**src/rtl/div_pkg.sv**
```systemverilog
// Shared types and widths for the divider error monitor.
// The FSM state enum lives here so the top and the bench agree on one encoding.
package div_pkg;

  localparam int X_W  = 16;
  localparam int Y_W  = 8;
  localparam int ED_W = 8;

  typedef enum logic [1:0] {
    ST_IDLE  = 2'd0,
    ST_RUN   = 2'd1,
    ST_DRAIN = 2'd2,
    ST_DONE  = 2'd3
  } div_state_e;

endpackage

```
**src/rtl/div_err_calc.sv**
```systemverilog
// Combinational per-sample classification: invalid flag, quotient error distance
// and approximate/exact mismatch flag.
module div_err_calc
  import div_pkg::*;
(
  input  logic [X_W-1:0]  x_i,
  input  logic [Y_W-1:0]  y_i,
  input  logic [Y_W-1:0]  q_app_i,
  input  logic [Y_W-1:0]  r_app_i,
  input  logic [Y_W-1:0]  q_ex_i,
  input  logic [Y_W-1:0]  r_ex_i,
  output logic            invalid_o,
  output logic [ED_W-1:0] ed_o,
  output logic            mismatch_o
);

  logic signed [Y_W:0] diff;

  always_comb begin
    // x >= y*256 is the same test as x[15:8] >= y; it also covers y == 0
    invalid_o  = (y_i == '0) || (x_i >= {y_i, 8'h00});
    diff       = $signed({1'b0, q_ex_i}) - $signed({1'b0, q_app_i});
    ed_o       = diff[Y_W] ? ED_W'(-diff) : diff[ED_W-1:0];
    mismatch_o = (ed_o != '0) || (r_app_i != r_ex_i);
  end

endmodule

```
**src/rtl/div_err_monitor.sv**
```systemverilog
// Collects error statistics of an approximate divider against an exact one over
// a run of n_samples accepted samples, through a two-stage pipeline.
module div_err_monitor
  import div_pkg::*;
#(
  parameter int CNT_W = 16
) (
  input  logic                  clk,
  input  logic                  rst_n,
  input  logic                  start,
  input  logic [CNT_W-1:0]      n_samples,
  input  logic                  in_valid,
  output logic                  in_ready,
  input  logic [X_W-1:0]        x,
  input  logic [Y_W-1:0]        y,
  input  logic [Y_W-1:0]        q_app,
  input  logic [Y_W-1:0]        r_app,
  input  logic [Y_W-1:0]        q_ex,
  input  logic [Y_W-1:0]        r_ex,
  output logic                  busy,
  output logic                  done,
  output logic [CNT_W-1:0]      err_cnt,
  output logic [CNT_W-1:0]      inv_cnt,
  output logic [CNT_W+ED_W-1:0] sum_ed,
  output logic [ED_W-1:0]       max_ed,
  output div_state_e            dbg_state
);

  // Handshake: a sample transfers on a rising edge where in_valid && in_ready;
  // in_ready depends only on state (never on in_valid) and the source may
  // raise in_valid without waiting for in_ready.

  div_state_e            state_q, state_d;
  logic [CNT_W-1:0]      n_q, n_d;
  logic [CNT_W-1:0]      acc_q, acc_d;
  logic                  s1_valid_q, s1_inv_q, s1_mis_q;
  logic [ED_W-1:0]       s1_ed_q;
  logic [CNT_W-1:0]      err_q, err_d, inv_q, inv_d;
  logic [CNT_W+ED_W-1:0] sum_q, sum_d;
  logic [ED_W-1:0]       max_q, max_d;
  logic                  c_inv, c_mis;
  logic [ED_W-1:0]       c_ed;
  logic                  hs, start_clr;

  div_err_calc u_calc (
    .x_i        (x),
    .y_i        (y),
    .q_app_i    (q_app),
    .r_app_i    (r_app),
    .q_ex_i     (q_ex),
    .r_ex_i     (r_ex),
    .invalid_o  (c_inv),
    .ed_o       (c_ed),
    .mismatch_o (c_mis)
  );

  assign in_ready  = (state_q == ST_RUN);
  assign hs        = in_valid && in_ready;
  assign start_clr = start && ((state_q == ST_IDLE) || (state_q == ST_DONE));
  assign busy      = (state_q == ST_RUN) || (state_q == ST_DRAIN);
  assign done      = (state_q == ST_DONE);
  assign dbg_state = state_q;

  always_comb begin
    state_d = state_q;
    n_d     = n_q;
    acc_d   = acc_q;
    case (state_q)
      ST_IDLE, ST_DONE: begin
        if (start) begin
          n_d     = n_samples;
          acc_d   = '0;
          state_d = (n_samples == '0) ? ST_DONE : ST_RUN;
        end
      end
      ST_RUN: begin
        if (hs) begin
          acc_d = acc_q + CNT_W'(1);
          // Leaving RUN right after the last handshake caps accepted samples at n
          if (acc_q == n_q - CNT_W'(1)) state_d = ST_DRAIN;
        end
      end
      ST_DRAIN: begin
        if (!s1_valid_q) state_d = ST_DONE;
      end
      default: state_d = ST_IDLE;
    endcase
  end

  always_comb begin
    err_d = err_q;
    inv_d = inv_q;
    sum_d = sum_q;
    max_d = max_q;
    if (start_clr) begin
      err_d = '0;
      inv_d = '0;
      sum_d = '0;
      max_d = '0;
    end else if (s1_valid_q) begin
      if (s1_inv_q) begin
        inv_d = inv_q + CNT_W'(1);
      end else begin
        sum_d = sum_q + {{CNT_W{1'b0}}, s1_ed_q};
        if (s1_ed_q > max_q) max_d = s1_ed_q;
        if (s1_mis_q) err_d = err_q + CNT_W'(1);
      end
    end
  end

  always_ff @(posedge clk) begin
    if (!rst_n) begin
      state_q    <= ST_IDLE;
      n_q        <= '0;
      acc_q      <= '0;
      s1_valid_q <= 1'b0;
      s1_inv_q   <= 1'b0;
      s1_mis_q   <= 1'b0;
      s1_ed_q    <= '0;
      err_q      <= '0;
      inv_q      <= '0;
      sum_q      <= '0;
      max_q      <= '0;
    end else begin
      state_q    <= state_d;
      n_q        <= n_d;
      acc_q      <= acc_d;
      s1_valid_q <= hs;
      if (hs) begin
        s1_inv_q <= c_inv;
        s1_mis_q <= c_mis;
        s1_ed_q  <= c_ed;
      end
      err_q      <= err_d;
      inv_q      <= inv_d;
      sum_q      <= sum_d;
      max_q      <= max_d;
    end
  end

  assign err_cnt = err_q;
  assign inv_cnt = inv_q;
  assign sum_ed  = sum_q;
  assign max_ed  = max_q;

endmodule

```
**config.mk**
```make
export PLATFORM = sky130hd
export DESIGN_NAME = div_err_monitor
export DESIGN_NICKNAME = d
export VERILOG_FILES = /design/src/rtl/div_pkg.sv /design/src/rtl/div_err_calc.sv /design/src/rtl/div_err_monitor.sv
export SDC_FILE = /design/constraint.sdc
export NUM_CORES = 1
export LEC_CHECK = 0
export CAP_MARGIN = 20
export CORE_MARGIN = 4
export CORE_UTILIZATION = 55
export DETAILED_ROUTE_END_ITERATION = 8
export PLACE_DENSITY = 0.9
export SYNTH_ARGS = -nofsm -noshare
export SYNTH_HDL_FRONTEND = slang
export SYNTH_SLANG_ARGS = --single-unit
```
**constraint.sdc**
```tcl
create_clock -name clk -period 8.3 [get_ports clk]
set_input_delay 1.245 -clock clk [delete_from_list [all_inputs] [get_ports clk]]
set_output_delay 1.245 -clock clk [all_outputs]
set_load 0.05 [all_outputs]
```
==> reports/qor.txt, run 1 <==
Layout cells sized above 1 - 3.27%
Final clock skew - 0.00745 ns
Post_cts resized - 0
Detailed placer's ending HPWL - 12,100 µm
Layout area overhead - 29.2%
Nets@finish - 1,062
Placed cell count - 1,074
Initial DRC Count - 406
Startpoint Class - input port
RSZ-0062 raised after global routing - no
Core box area - 11,500 µm²
CTS tree - built
Post-Synth Simple-Gate Area - 24.9%
Largest net degree at the start of global routing - 48
Post-cts hold buffer count - 0
Synthesized Nets - 925
Max_slew headroom - 37.7%
Post-CTS Setup Inserts - 0
Max frequency - 269 MHz
Synth Warn # - 0
H-Tree Depth - 3
Die area - 13,600 µm²
Crit end category - flip-flop
Worst slew pin tran - 0.935 ns
Synth Register Bits - 109
Fin crit period - 3.72 ns
Final setup fails - 0
CTS root buf - clkbuf_16
CP arrival - 3.95 ns
Fill cell count - 887
Peak VDD IR - 226 µV
Fin cells - 1,090
Mean Syn Cell Area - 8.04 µm²
Die height - 116 µm
Async S/R FF share, synth - 0%
Synth Area in Compound Gates - 14.5%
WL/cell - 14.4 µm
Total track usage - 24.0%
Post-route ant nets - 0
CP required - 8.53 ns
Sequential fraction of the synthesis area - 33.7%
TNS Setup - 0 ns
Die W - 116 µm
Crit share post-route - 44.8%
EDFF count, synth - 0
Slew Limit Fails - 0
IO buf count - 144
Clk sink count - 109
First-pass detailed-route iteration total - 4
Leakage - 3.12 nW
Post-route setup slack - 4.58 ns
Hold crit path type - reg2reg
Vias per cell - 5.53
Post-synthesis adder-cell area fraction - 8.74%
Setup WS pre-CTS - 4.20 ns
Worst-path fanout max - 6
Mapped cell area - 6470 µm²
MaxCap Viol Count - 0
Overflow left after global routing - 0
Final Hold Vio Count - 0
Largest family of logic cells by synthesized area - simple AND/OR/NAND/NOR gates
Crit path kind - in2reg
R2R setup slack - 5.44 ns
Std cell rows - 39
Final core occ - 72.9%
Top_reg_cell synth - dfxtp_1
Clock Path Buffers - 2
Drt total wl - 15,700 µm
Clk slew on worst S/H paths - 0.06 ns
N_diodes - 0
Vias in the first global route - 5,831
Routability cong. - 0.868
PwrDens - 195 nW/µm²
Starting density of the core - 56.4%
Status - complete, no violations
DRC Markers - 0
I/O pin count - 145
Antenna violations before repair - 0
First-pass GRT wire length - 26,500 µm
Total number of vias - 6,028
Number of library cell types mapped by synthesis - 63
Mux cell area share after synthesis - 2.80%
Synth Area in XOR/XNOR - 11.1%
Mapped Cells - 805
Number of buffers created by CTS - 9
Worst-skew pair later-pin latency - 0.35 ns
==> flip-flops by register name (all words and copies together), names as in the netlist <==
register    cells
s1_inv_q        1
dbg_state       2
max_ed          8
acc_q          16
inv_cnt        16
sum_ed         24
n_q            16
s1_valid_q      1
s1_ed_q         8
s1_mis_q        1
err_cnt        16
==> cells in the mapped netlist (3+ instances only) <==
master | n | share of area, %
nor2_1 | 90 | 5.2
nor3_1 | 12 | 0.93
clkbuf_1 | 17 | 0.99
or2_2 | 3 | 0.29
and3_1 | 16 | 1.5
a21oi_1 | 59 | 4.6
nand3_1 | 31 | 2.4
nor2b_1 | 8 | 0.77
o21ai_0 | 39 | 3.0
xor2_1 | 52 | 7.0
nand2b_1 | 5 | 0.48
nand2_1 | 98 | 5.7
ha_1 | 42 | 8.1
a31oi_1 | 3 | 0.29
a21o_1 | 8 | 0.93
or4_1 | 3 | 0.35
a211oi_1 | 8 | 0.93
dfxtp_1 | 109 | 34
nand4_1 | 13 | 1.3
nor4_1 | 10 | 0.97
inv_1 | 49 | 2.8
o21a_1 | 6 | 0.70
o31ai_1 | 5 | 0.58
o211ai_1 | 3 | 0.35
mux2i_1 | 17 | 2.6
or3_1 | 20 | 1.9
and2_1 | 5 | 0.48
xnor2_1 | 30 | 4.1
==> per-stage QoR <==
stage | instance area, µm² | total power, mW | hold slack (ns)
floorplan | 6470 | 0.999 | 0.450
global route | 8360 | 1.72 | 0.511
detailed placement | 8020 | 1.14 | 0.468
CTS | 8360 | 1.64 | 0.477
global placement | 8020 | 1.13 | 0.460
finish | 8360 | 1.63 | 0.479
==> power breakdown <==
part           internal, mW  switching (mW)  total (mW)
Sequential            0.555          0.0469       0.602
Combinational         0.218           0.317       0.534
Clock                 0.303           0.189       0.492
==> routing by layer <==
| layer | GRT usage [%] | part of all wire [%] | vias up |
|---|---|---|---|
| met3 | 6.48 | 6.0 | 25 |
| li1 | - | - | 3055 |
| met4 | 6.57 | 1.7 | 0 |
| met1 | 28.2 | 42 | 2795 |
| met5 | 0 | 0 | - |
| met2 | 43.1 | 51 | 153 |
==> kinds of logic (layout without fill, tap and decap cells) <==
family	count (synthesis)	after routing
adders and majority gates	44	44
DFF	109	109
buffers and inverters	69	211
AOI/OAI and AO/OA	153	153
muxes	18	18
and+or+nand+nor	330	330
xor gates and xnor gates	82	82
==> cell type report <==
type                    instances  area (µm²)  share of cell area, %
clock inverters                 4        95.1                   1.14
well taps                     143         179                   2.14
repair buffers                145        1450                   17.3
flip-flops and latches        109        2180                   26.1
clock buffers                  12         246                   2.95
multi-input cells             627        4020                   48.1
inverters                      50         188                   2.25
==> worst paths after layout <==
path,depth (start not counted),from,end
hold / removal,2,sum_ed[5]$_SDFFE_PP0P_,sum_ed[5]$_SDFFE_PP0P_
setup reg to reg,10,s1_ed_q[0]$_SDFFE_PN0P_,sum_ed[18]$_SDFFE_PP0P_
hold reg to reg,2,sum_ed[5]$_SDFFE_PP0P_,sum_ed[5]$_SDFFE_PP0P_
setup / recovery,11,q_app[0],s1_mis_q$_SDFFE_PN0P_
==> worst max-delay path, stage by stage <==
cell and delay (ns):
clkdlybuf4s50_1 0.47, ha_1 0.17, inv_1 0.05, fa_1 0.41, a211oi_2 0.32, nor2_1 0.09
xor2_1 0.21, o41a_1 0.47, mux2i_1 0.28, xnor2_1 0.16, a31oi_1 0.09
==> cell usage in the layout, fill, tap and decap left out, types with 20 or more instances in the layout <==
cell and n:
nor2_1 90, inv_1 49, or3_1 20, xor2_1 52, nand2_1 97, o21ai_0 38
nand3_1 31, ha_1 42, clkdlybuf4s50_1 144, a21oi_1 59, dfxtp_1 109, xnor2_1 30
No activity file was read; power rests on OpenSTA's default activity.
==> run 2, diff against run 1 <==
--- a/config.mk
+++ b/config.mk
@@ -7,9 +7,9 @@
 export LEC_CHECK = 0
 export CAP_MARGIN = 20
 export CORE_MARGIN = 4
-export CORE_UTILIZATION = 55
+export CORE_UTILIZATION = 51
 export DETAILED_ROUTE_END_ITERATION = 8
-export PLACE_DENSITY = 0.9
+export PLACE_DENSITY = 0.85
 export SYNTH_ARGS = -nofsm -noshare
 export SYNTH_HDL_FRONTEND = slang
 export SYNTH_SLANG_ARGS = --single-unit
==> constraint.sdc (replaced) <==
create_clock -name clk -period 3.85 [get_ports clk]
set_input_delay 0.5775 -clock clk [delete_from_list [all_inputs] [get_ports clk]]
set_output_delay 0.5775 -clock clk [all_outputs]
set_load 0.05 [all_outputs]
==> run 2 against run 1 <==
Combinational power is 120% higher. Flip-flop and latch count did not move. Critical path depth is the same. Count of clock-buffer cells in the layout fell by 1. First-iteration DRC count up 7.1%. Final cell count increased by 2.8%. Core utilization fell by 3.9 points. Clock power up 110%. Cell area grew 0.73%. Sequential share of layout area shrank 0.19 points. Non-clock buffer count is 5 higher.
==> reports/qor.txt, run 2 (synthesized netlist as in run 1, its figures left out) <==
Status - complete, no violations
Number of buffers created by CTS - 9
H-Tree Depth - 3
Worst slew pin tran - 0.973 ns
WL/cell - 13.6 µm
Largest net degree at the start of global routing - 33
Slowest cell on crit path - clkdlybuf4s50_1
I/O pin count - 145
Crit end category - flip-flop
Std cell rows - 40
CTS root buf - clkbuf_16
Most common cell after layout, fill and taps aside - clkdlybuf4s50_1
Final clock skew - 0.00609 ns
CP top delay family - compound AO/OA/AOI/OAI gates
Die height - 121 µm
Post-cts hold buffer count - 0
Detailed placer's ending HPWL - 11,800 µm
Largest register FFs - 24
Worst-path fanout max - 6
First-pass detailed-route iteration total - 5
Vias per cell - 5.32
Max_slew headroom - 35.1%
Crit share post-route - 79.8%
DRC Markers - 0
Die W - 121 µm
Startpoint Class - input port
Buf/Inv on CP - 2
Crit path kind - in2reg
Overflow left after global routing - 0
Total track usage - 21.0%
CTS tree - built
Initial DRC Count - 435
Slew Limit Fails - 0
Total number of vias - 5,955
Fin crit period - 3.07 ns
Leakage - 3.14 nW
Clk sink count - 109
Drt total wl - 15,200 µm
Final Cell Area - 8420 µm²
Peak VDD IR - 221 µV
Placed Area - 8090 µm²
Max frequency - 325 MHz
Antenna violations before repair - 0
Layout cells sized above 1 - 3.99%
N_diodes - 0
Routability cong. - 0.852
Starting density of the core - 53.0%
IO buf count - 144
Post-route ant nets - 0
RSZ-0062 raised after global routing - no
Final setup fails - 0
Final Hold Vio Count - 0
CP arrival - 3.31 ns
Nets@finish - 1,067
Post_cts resized - 0
Vias in the first global route - 5,547
Worst-skew pair later-pin latency - 0.35 ns
MaxCap Viol Count - 0
First-pass GRT wire length - 25,500 µm
Post-CTS Setup Inserts - 0
Fill cell count - 1,018
Core box area - 12,200 µm²
PwrDens - 413 nW/µm²
Clk slew on worst S/H paths - 0.07 ns
Most frequent cells in the layout - 144 x clkdlybuf4s50_1, 109 x dfxtp_1, 97 x nand2_1, 90 x nor2_1, 59 x a21oi_1
Crit-path max cell delay - 0.46 ns
TNS Setup - 0 ns
Total Power - 3.48 mW
Crit path cell chain - clkdlybuf4s50_1, ha_1, inv_1, fa_1, a211oi_2, nor2_1, xor2_1, o41a_1, mux2i_1, xnor2_1, a31oi_1
CP required - 4.08 ns
Die area - 14,500 µm²
Clock Path Buffers - 2
Hold crit path type - reg2reg
Layout area overhead - 30.2%
-- run 2: metal layers --
metal	track usage [%]	share of wire (%)	wire length, µm	up-vias
met5	0	0	0	-
met4	6.94	1.7	254	0
met3	4.12	5.0	760	20
met2	36.3	49	7400	139
met1	26.2	45	6800	2718
li1	-	-	-	3078
-- run 2: worst paths after layout --
check,from,slack (ns),depth (start not counted),end
max,q_app[0],0.78,11,s1_mis_q$_SDFFE_PN0P_
min,sum_ed[6]$_SDFFE_PP0P_,0.48,2,sum_ed[6]$_SDFFE_PP0P_
max reg2reg,s1_ed_q[0]$_SDFFE_PN0P_,1.03,10,sum_ed[16]$_SDFFE_PP0P_
min reg2reg,sum_ed[6]$_SDFFE_PP0P_,0.48,2,sum_ed[6]$_SDFFE_PP0P_
-- run 2: cell type report --
class	count	area (µm²)	share of cell area (%)
clock buffers	11	253	3.00
clock inverters	5	81.3	0.966
inverters	50	188	2.23
well taps	168	210	2.50
multi-input cells	627	4020	47.7
repair buffers	150	1490	17.7
flip-flops and latches	109	2180	25.9
-- run 2: worst min-delay path, cell delays in order, from the launching register on --
cell and delay [ns]:
dfxtp_1 0.33, nand2_1 0.06, a21oi_1 0.05
-- run 2: power by group --
part	internal, mW	switching, mW
combinational	0.487	0.673
clock	0.607	0.418
sequential	1.20	0.0999
total	2.29	1.19
-- run 2: stage by stage --
step                      util [%]  hold WS (ns)  std cells  setup WS [ns]
after floorplan                  -         0.450        805          0.889
after global placement        66.2         0.460       1104          0.461
after detailed placement      66.2         0.472       1104          0.420
after CTS                     68.9         0.482       1120          0.776
after global routing          68.9         0.500       1120          0.508
final                         68.9         0.478       1120          0.776
==> run 3, diff against run 2 <==
--- a/config.mk
+++ b/config.mk
@@ -7,9 +7,9 @@
 export LEC_CHECK = 0
 export CAP_MARGIN = 20
 export CORE_MARGIN = 4
-export CORE_UTILIZATION = 51
+export CORE_UTILIZATION = 46
 export DETAILED_ROUTE_END_ITERATION = 8
-export PLACE_DENSITY = 0.85
+export PLACE_DENSITY = 0.81
 export SYNTH_ARGS = -nofsm -noshare
 export SYNTH_HDL_FRONTEND = slang
 export SYNTH_SLANG_ARGS = --single-unit
==> constraint.sdc (replaced) <==
create_clock -name clk -period 2.5 [get_ports clk]
set_input_delay 0.375 -clock clk [delete_from_list [all_inputs] [get_ports clk]]
set_output_delay 0.375 -clock clk [all_outputs]
set_load 0.05 [all_outputs]
==> run 3 against run 2 <==
Final cell count rose by 7.4%. Sequential power grew 53%. Die area rose by 10%. Via count is 7.3% higher. Non-clock buffer count is 71 higher. Critical path depth down 1. Routed wire length grew 12%. Largest power group is now combinational cells.
==> reports/qor.txt, run 3 (synthesized netlist as in run 1, its figures left out) <==
Status - complete, no violations
Met3 Track Usage GR - 4.21%
Number of buffers created by CTS - 9
Largest register FFs - 24
Antenna violations before repair - 0
Worst-skew pair later-pin latency - 0.35 ns
H-Tree Depth - 3
Clk sink count - 109
Drt total wl - 17,100 µm
PwrDens - 600 nW/µm²
Final Cell Area - 9180 µm²
Clk slew on worst S/H paths - 0.07 ns
Peak VDD IR - 355 µV
First-pass GRT wire length - 27,300 µm
Placed Area - 8580 µm²
Die area - 16,000 µm²
Worst slew pin tran - 0.609 ns
Die height - 127 µm
Final setup fails - 0
CTS tree - built
Fin crit period - 2.49 ns
Most frequent cells in the layout - 136 x clkdlybuf4s50_1, 101 x dfxtp_1, 97 x nand2_1, 90 x nor2_1, 77 x buf_4
Final clock skew - 0.00738 ns
Max_slew headroom - 59.0%
Largest net degree at the start of global routing - 32
Overflow left after global routing - 0
Layout cells sized above 1 - 15.1%
Std cell rows - 43
Worst hold slack - 0.477 ns
I/O pin count - 145
Die W - 127 µm
Total number of vias - 6,391
Most common cell after layout, fill and taps aside - clkdlybuf4s50_1
Vias in the first global route - 5,940
DRC Markers - 0
Clock Path Buffers - 2
Crit share post-route - 99.8%
MaxCap Viol Count - 0
Post-route ant nets - 0
Vias per cell - 5.31
Worst-path fanout max - 8
RSZ-0062 raised after global routing - yes
N_diodes - 0
Leakage - 3.53 nW
Total track usage - 20.4%
Crit end category - flip-flop
CP required - 2.79 ns
CTS root buf - clkbuf_16
CP arrival - 2.78 ns
Initial DRC Count - 381
Layout area overhead - 41.9%
Crit path kind - reg2reg
M2 GR Usage - 36.0%
WL/cell - 14.2 µm
First-pass detailed-route iteration total - 5
Slew Limit Fails - 0
Nets@finish - 1,138
Hold crit path type - reg2reg
IO buf count - 144
Top Usage Layer GRT - met2
Post-cts hold buffer count - 0
Final Hold Vio Count - 0
Startpoint Class - flip-flop
Routability cong. - 0.901
Met1 GRT Util - 24.7%
Core box area - 13,800 µm²
Starting density of the core - 46.8%
Max frequency - 401 MHz
Detailed placer's ending HPWL - 12,800 µm
## run 3: cell types whose count changed in the layout (fill, tap and decap cells not counted), sizes merged, moves of 2 or more
cell,change
clkdlybuf4s50,-8
bufinv,-2
buf,+72
dlymetal6s2s,+4
dlygate4sd2,+3
## run 3: power by group
| group | leakage (nW) | switching [mW] | internal, mW |
|---|---|---|---|
| Clock | 0.139 | 0.639 | 0.735 |
| Combinational | 2.50 | 1.17 | 0.979 |
| Sequential | 0.886 | 0.145 | 1.85 |
## run 3: path summary, 6_finish.rpt
| path | slack [ns] | cells past startpoint | from | to |
|---|---|---|---|---|
| worst max register to register | 0.006 | 10 | s1_ed_q[0]$_SDFFE_PN0P_ | sum_ed[16]$_SDFFE_PP0P_ |
| worst max-delay path | 0.006 | 10 | s1_ed_q[0]$_SDFFE_PN0P_ | sum_ed[16]$_SDFFE_PP0P_ |
| worst min register to register | 0.48 | 2 | n_q[15]$_SDFFE_PN0P_ | n_q[15]$_SDFFE_PN0P_ |
| worst min-delay path | 0.48 | 2 | n_q[15]$_SDFFE_PN0P_ | n_q[15]$_SDFFE_PN0P_ |
## run 3: metrics by stage
stage / total power, mW / setup TNS (ns) / worst slack [ns] / util (%) / std cells
after global placement: 4.05 / -2.68 / -0.513 / 62.0 / 1169
after detailed placement: 4.08 / -3.01 / -0.554 / 62.0 / 1169
after CTS: 5.48 / -0.0330 / -0.0330 / 65.1 / 1200
after floorplan: 3.35 / 0 / 0.00295 / - / 805
final: 5.51 / 0 / 0.00551 / 66.4 / 1203
after global routing: 5.85 / -0.488 / -0.113 / 66.4 / 1203
## run 3: cell type report
type,instances,area (µm²)
Inverter,50,188
Fill cell,1129,4650
Clock inverter,4,31.3
Sequential cell,109,2200
Tap cell,180,225
Multi-Input combinational cell,627,4240
Timing Repair Buffer,221,2040
Clock buffer,12,256
## run 3: metal layers
metal / wire (µm) / share of wire [%] / vias up
met3: 943 / 5.5 / 37
met2: 8470 / 50 / 190
met5: 0 / 0 / -
li1: - / - / 3213
met4: 417 / 2.4 / 0
met1: 7260 / 42 / 2951
## run 3: repair_timing
action                                 CTS  global route
pin swaps                               12            22
setup endpoints to repair               11            13
endpoints found under the hold margin    0             0
buffers inserted                        15             3
gates resized for setup                 14            29
## run 3: worst max-delay path, stage by stage (launching register included)
cell,delay [ns]
dfxtp_2,0.36
ha_4,0.14
inv_2,0.04
fa_2,0.37
nor2b_2,0.16
o21ai_2,0.09
a21boi_2,0.19
o21ai_2,0.11
a2111o_1,0.47
or3_1,0.37
a21oi_2,0.15
